--- src/rtl/countdown_timer_8bit_if.sv ---
// Control/status bundle for countdown_timer_8bit.
// The master drives the commands and the trigger. The slave (the timer) returns count, busy and done.
interface countdown_timer_8bit_if;
  logic       i_set;
  logic [7:0] i_data;
  logic       i_start;
  logic       i_stop;
  logic       i_mode;
  logic       i_trigger;
  logic [7:0] o_number;
  logic       o_busy;
  logic       o_done;

  modport master (
    output i_set, i_data, i_start, i_stop, i_mode, i_trigger,
    input  o_number, o_busy, o_done
  );

  modport slave (
    input  i_set, i_data, i_start, i_stop, i_mode, i_trigger,
    output o_number, o_busy, o_done
  );
endinterface

--- src/rtl/countdown_timer_8bit.sv ---
// 8-bit loadable down-counter with one-shot / periodic reload and a registered done pulse.
// Optional trigger prescaler is enabled by defining COUNTDOWN_PRESCALE_EN.
module countdown_timer_8bit #(
  parameter int unsigned PRESCALE = 4
) (
  input logic                   clk,
  input logic                   rst_n,
  countdown_timer_8bit_if.slave bus
);

  typedef enum logic [0:0] {
    IDLE = 1'b0,
    RUN  = 1'b1
  } state_t;

  state_t     state;
  logic [7:0] counter;
  logic [7:0] reload;
  logic       done;
  logic       tick;

  if (PRESCALE < 1 || PRESCALE > 256) begin : g_prescale_range
    $error("countdown_timer_8bit: PRESCALE must be within 1..256");
  end

`ifdef COUNTDOWN_PRESCALE_EN
  localparam logic [7:0] PRESCALE_LAST = 8'(PRESCALE - 1);

  logic [7:0] prescaler;

  always_comb begin
    tick = 1'b0;
    if (bus.i_trigger && (prescaler == PRESCALE_LAST)) tick = 1'b1;
  end

  // The prescaler only advances on cycles where the tick branch below is reached.
  // Set, stop and entry to RUN all clear it.
  always_ff @(posedge clk or negedge rst_n) begin
    if (!rst_n) begin
      prescaler <= '0;
    end else if (bus.i_set || bus.i_stop) begin
      prescaler <= '0;
    end else if (bus.i_start && state == IDLE) begin
      prescaler <= '0;
    end else if (state == RUN && bus.i_trigger) begin
      prescaler <= tick ? '0 : prescaler + 8'd1;
    end
  end
`else
  assign tick = bus.i_trigger;
`endif

  always_ff @(posedge clk or negedge rst_n) begin
    if (!rst_n) begin
      state   <= IDLE;
      counter <= '0;
      reload  <= '0;
      done    <= 1'b0;
    end else begin
      done <= 1'b0;
      if (bus.i_set) begin
        reload  <= bus.i_data;
        counter <= bus.i_data;
        state   <= IDLE;
      end else if (bus.i_stop) begin
        state <= IDLE;
      end else if (bus.i_start && state == IDLE) begin
        if (counter != 8'd0) begin
          state <= RUN;
        end else if (reload != 8'd0) begin
          counter <= reload;
          state   <= RUN;
        end else begin
          done <= 1'b1;
        end
      end else if (state == RUN && tick) begin
        if (counter > 8'd1) begin
          counter <= counter - 8'd1;
        end else begin
          done <= 1'b1;
          if (bus.i_mode) begin
            counter <= reload;
          end else begin
            counter <= '0;
            state   <= IDLE;
          end
        end
      end
    end
  end

  assign bus.o_number = counter;
  assign bus.o_busy   = (state == RUN);
  assign bus.o_done   = done;

endmodule

--- src/flat_wrapper.sv ---
// flat-port wrapper written by rule: the top's interface ports become plain ports
module countdown_timer_8bit_flat 
#(
  parameter int unsigned PRESCALE = 4
)
  (clk, rst_n, bus_i_set, bus_i_data, bus_i_start, bus_i_stop, bus_i_mode, bus_i_trigger, bus_o_number, bus_o_busy, bus_o_done);
  countdown_timer_8bit_if bus_i ();
  input logic clk;
  input logic rst_n;
  input wire logic [$bits(bus_i.i_set)-1:0] bus_i_set;
  input wire logic [$bits(bus_i.i_data)-1:0] bus_i_data;
  input wire logic [$bits(bus_i.i_start)-1:0] bus_i_start;
  input wire logic [$bits(bus_i.i_stop)-1:0] bus_i_stop;
  input wire logic [$bits(bus_i.i_mode)-1:0] bus_i_mode;
  input wire logic [$bits(bus_i.i_trigger)-1:0] bus_i_trigger;
  output wire logic [$bits(bus_i.o_number)-1:0] bus_o_number;
  output wire logic [$bits(bus_i.o_busy)-1:0] bus_o_busy;
  output wire logic [$bits(bus_i.o_done)-1:0] bus_o_done;
  assign bus_i.i_set = bus_i_set;
  assign bus_i.i_data = bus_i_data;
  assign bus_i.i_start = bus_i_start;
  assign bus_i.i_stop = bus_i_stop;
  assign bus_i.i_mode = bus_i_mode;
  assign bus_i.i_trigger = bus_i_trigger;
  assign bus_o_number = bus_i.o_number;
  assign bus_o_busy = bus_i.o_busy;
  assign bus_o_done = bus_i.o_done;
  countdown_timer_8bit #(.PRESCALE(PRESCALE)) u_core (.clk(clk), .rst_n(rst_n), .bus(bus_i));
endmodule
--- config.mk ---
export PLATFORM = sky130hd
export DESIGN_NAME = countdown_timer_8bit_flat
export DESIGN_NICKNAME = d
export VERILOG_FILES = /design/src/rtl/countdown_timer_8bit_if.sv /design/src/rtl/countdown_timer_8bit.sv /design/src/flat_wrapper.sv
export SDC_FILE = /design/constraint.sdc
export NUM_CORES = 1
export LEC_CHECK = 0
export CAP_MARGIN = 20
export CORE_MARGIN = 5
export CORE_UTILIZATION = 44
export DETAILED_ROUTE_END_ITERATION = 7
export GPL_TIMING_DRIVEN = 0
export PLACE_DENSITY = 0.77
export SLEW_MARGIN = 20
export SYNTH_ARGS = -nofsm -noshare
export SYNTH_HDL_FRONTEND = slang
export SYNTH_SLANG_ARGS = --single-unit
--- constraint.sdc ---
create_clock -name clk -period 2 [get_ports clk]
set_input_delay 0.4 -clock clk [delete_from_list [all_inputs] [get_ports clk]]
set_output_delay 0.4 -clock clk [all_outputs]
set_load 0.1 [all_outputs]
==> summary.md <==
| Metric | Value |
|---|---|
| Vias in the first global route | 970 |
| Die area | around 0.0036 sq mm |
| XOR/XNOR Fraction of Synth Area | 0% |
| Ys Warns | 0 |
| Crit Path Max Fanout | 6 |
| Post-synth top area cell | dfrtp_1 |
| RSZ-0062 raised after global routing | false |
| Number of port buffers | 24 |
| Vias | 1020 |
| Drt first-iter violations | 51 |
| CP cell instances | clkdlybuf4s15_1 |
| Sequential share of the synthesized area | 40.82% |
| Max_slew headroom | between 30 and 40% |
| Crit end category | output port |
| Worst skew pair latency | 0.31 ns |
| Drt pass-1 iters | 5 |
| CTS tree | built |
| DR WL/cell | between 15 and 20 um |
| CTS buffer count | 3 |
| Initial core utilization | 45.37% |
| GRT Total Usage | between 10% and 20% |
| Num ports | 25 |
| Max Cap Viol | 0 |
| Max Freq | 507.7 MHz |
| Async S/R FF share, synth | 100.0% |
| Slew Viols, Final | 0 |
| Slew @ Worst Pin | 0.9550 ns |
| Diode count | 0 |
| Final hold violation count | 0 |
| Clk sinks | 18 |
| Area grow syn2layout | 29.37% |
| Worst path required time | 1.60 ns |
| Max IR drop VDD | 0.0005101 V |
| Max stage delay on crit path | about 0.84 ns |
| Largest net degree at the start of global routing | 19 |
| Vias per cell | just over 6 |
| Post-synthesis cell count | 110 |
| Clock skew | around 0.003 ns |
| Util after Layout | 58.69% |
| Total Nets Final | 157 |
| Critical path type | flop to output port |
| Power per cell area | 867.6 mW/mm^2 |
| Synth Area in Simple Gates | 20.63% |
| Row count | 18 |
| Crit-path leading delay family | buffers and inverters |
| EDFF count, synth | 0 |
| Gpl congestion | approximately 0.9 |
| Crit path DAT | 1.57 ns |
| Post-CTS Hold Fix Bufs | 0 |
| Ys flop type | dfrtp_1 |
| Clk slew on worst S/H paths | approximately 0.1 ns |
| Slowest stage cell, crit path | clkdlybuf4s15_1 |
| Syn Area/Cell | approximately 10 sq um |
| Multiplexer share of the synthesized area | 9.070% |
| Most frequent cell after synthesis | dfrtp_1 |
| Clk root buf | clkbuf_4 |
| Min-delay worst type | input pin to async pin |
| Core area | 0.002432 sq mm |
| Most frequent cells after synthesis | dfrtp_1 (18), nor2_1 (10), mux2_2 (8), o21ai_0 (8) |
| Final worst path period need | 1.970 ns |
| DRC | 0 |
| Top-area cell type share of the netlist area | 40.82% |
| Post-Syn Nets | 128 |
| Overall die width | 60.08 um |
| P_leak | 0.5524 nW |
| Distinct cells, synth | 37 |
| First-pass GRT wire length | between 4000 and 5000 um |
| Final ANT Viol Nets | 0 |
| Setup-failing EPs final | 0 |
| Startpoint Class | flop |
| CTS Buffer Depth | 2 |
| Routed WL | 2837 um |
| Status | completed |
| Max H-tree Level | 1 |
| Compound-Gate Fraction of Synth Area | a little under a quarter |
| Register bit total from synthesis | 18 |
| Die height | 60.08 um |
| Ratio of cells with drive above 1 in the final layout | about 29% |
| Main combinational cell family by area after synthesis | compound AO/OA/AOI/OAI gates |
| Final HPWL DP | about 2100 um |
| FILL cells | 222 |
| Overflow after GRT | 0 |
| Initial antenna violation count | 0 |
| Final cycle utilization of the critical path | 98.48% |
| Crit path buffers/inverters | 1 |
| Adder-Cell Fraction of Synth Area | under 10% |
| Power Total | between 1 and 1.5 mW |
| Netlist Area Pre-Place | 0.001104 sq mm |
| Top cells by area, synth | dfrtp_1 (41%), mux2_2 (8.2%), o21ai_0 (3.6%) |
## metal layers
| metal | vias to the layer above | wire length (um) | GRT usage, % |
|---|---|---|---|
| met1 | 485 | 1175 | 22.72 |
| met4 | 0 | 40 | 4.430 |
| met5 | - | 0 | 0 |
| met3 | 7 | 245 | 5.616 |
| met2 | 55 | 1376 | 28.40 |
| li1 | 473 | - | - |
## worst paths after layout
path / from / to / slack, ns / cells past startpoint
setup / recovery: u_core.bus.o_number[3]$_DFFE_PN0P_ / bus_o_number[3] / 0.03 / 1
hold / removal: rst_n / u_core.bus.o_busy$_DFFE_PN0P_ / 0.55 / 1
setup reg to reg: u_core.bus.o_number[0]$_DFFE_PN0P_ / u_core.bus.o_number[3]$_DFFE_PN0P_ / 0.09 / 7
hold reg to reg: u_core.reload[4]$_DFFE_PN0P_ / u_core.reload[4]$_DFFE_PN0P_ / 0.55 / 1
max in group asynchronous: rst_n / u_core.bus.o_number[0]$_DFFE_PN0P_ / 0.85 / 1
min in group clk: u_core.reload[4]$_DFFE_PN0P_ / u_core.reload[4]$_DFFE_PN0P_ / 0.55 / 1
## cells in the final DEF, fill, tap and decap left out, types with 2 or more instances in the layout
master / instances
nand3_1: 2
clkdlybuf4s15_2: 5
a221oi_1: 3
nand2_1: 5
dfrtp_1: 12
a21oi_1: 4
nand2b_1: 4
ha_1: 2
nor3_1: 5
nor2_1: 10
dfrtp_2: 4
a222oi_1: 3
o21ai_1: 6
a211oi_1: 2
mux2_2: 8
and3_1: 2
clkdlybuf4s50_1: 14
nor2b_1: 2
o21ai_0: 7
clkbuf_4: 3
nor4_1: 3
inv_1: 2
clkbuf_2: 2
inv_2: 2
dfrtp_4: 2
clkdlybuf4s15_1: 2
## cell type report
| class | count | area (sq um) | area share [%] |
|---|---|---|---|
| Buffer | 3 | 20.02 | 1.402 |
| Timing Repair Buffer | 24 | 235.2 | 16.48 |
| Multi-Input combinational cell | 85 | 620.6 | 43.47 |
| Sequential cell | 18 | 462.9 | 32.43 |
| Clock buffer | 4 | 36.28 | 2.542 |
| Inverter | 4 | 15.01 | 1.052 |
| Tap cell | 30 | 37.54 | 2.629 |
## report_power, final
part / internal [mW] / total [mW] / switching [mW]
sequential: 0.417 / 0.483 / 0.0659
clock: 0.111 / 0.232 / 0.121
combinational: 0.154 / 0.524 / 0.370
total: 0.682 / 1.24 / 0.556
## state kept, by name, indices dropped and copies added (netlist names)
signal               cells
u_core.bus.o_busy        1
u_core.bus.o_number      8
u_core.bus.o_done        1
u_core.reload            8
## what timing repair did
action	CTS	global route
buffers inserted	0	0
gates resized for setup	23	3
gates cloned	0	0
endpoints found under the setup margin	10	3
## stage by stage
step           cells  instance area, sq um  worst slack [ns]    TNS [ns]  hold WS (ns)
2_1_floorplan    110                  1119        -0.0002407  -0.0002407        0.1044
3_3_place_gp     164                  1396           -0.1638      -1.099        0.5258
3_5_place_dp     164                  1396           -0.1875      -1.327        0.5301
4_1_cts          168                  1436          0.003856           0        0.5556
5_1_grt          168                  1428          0.001917           0        0.5860
6_report         168                  1428           0.03045           0        0.5535
## kinds of logic after synthesis
family / Yosys count
flip-flops: 18
AO/OA/AOI/OAI: 33
adder cells (fa/ha/maj): 3
multiplexers: 9
buffers and inverters: 7
AND/OR/NAND/NOR: 40
No activity file was read; power rests on OpenSTA's default activity.
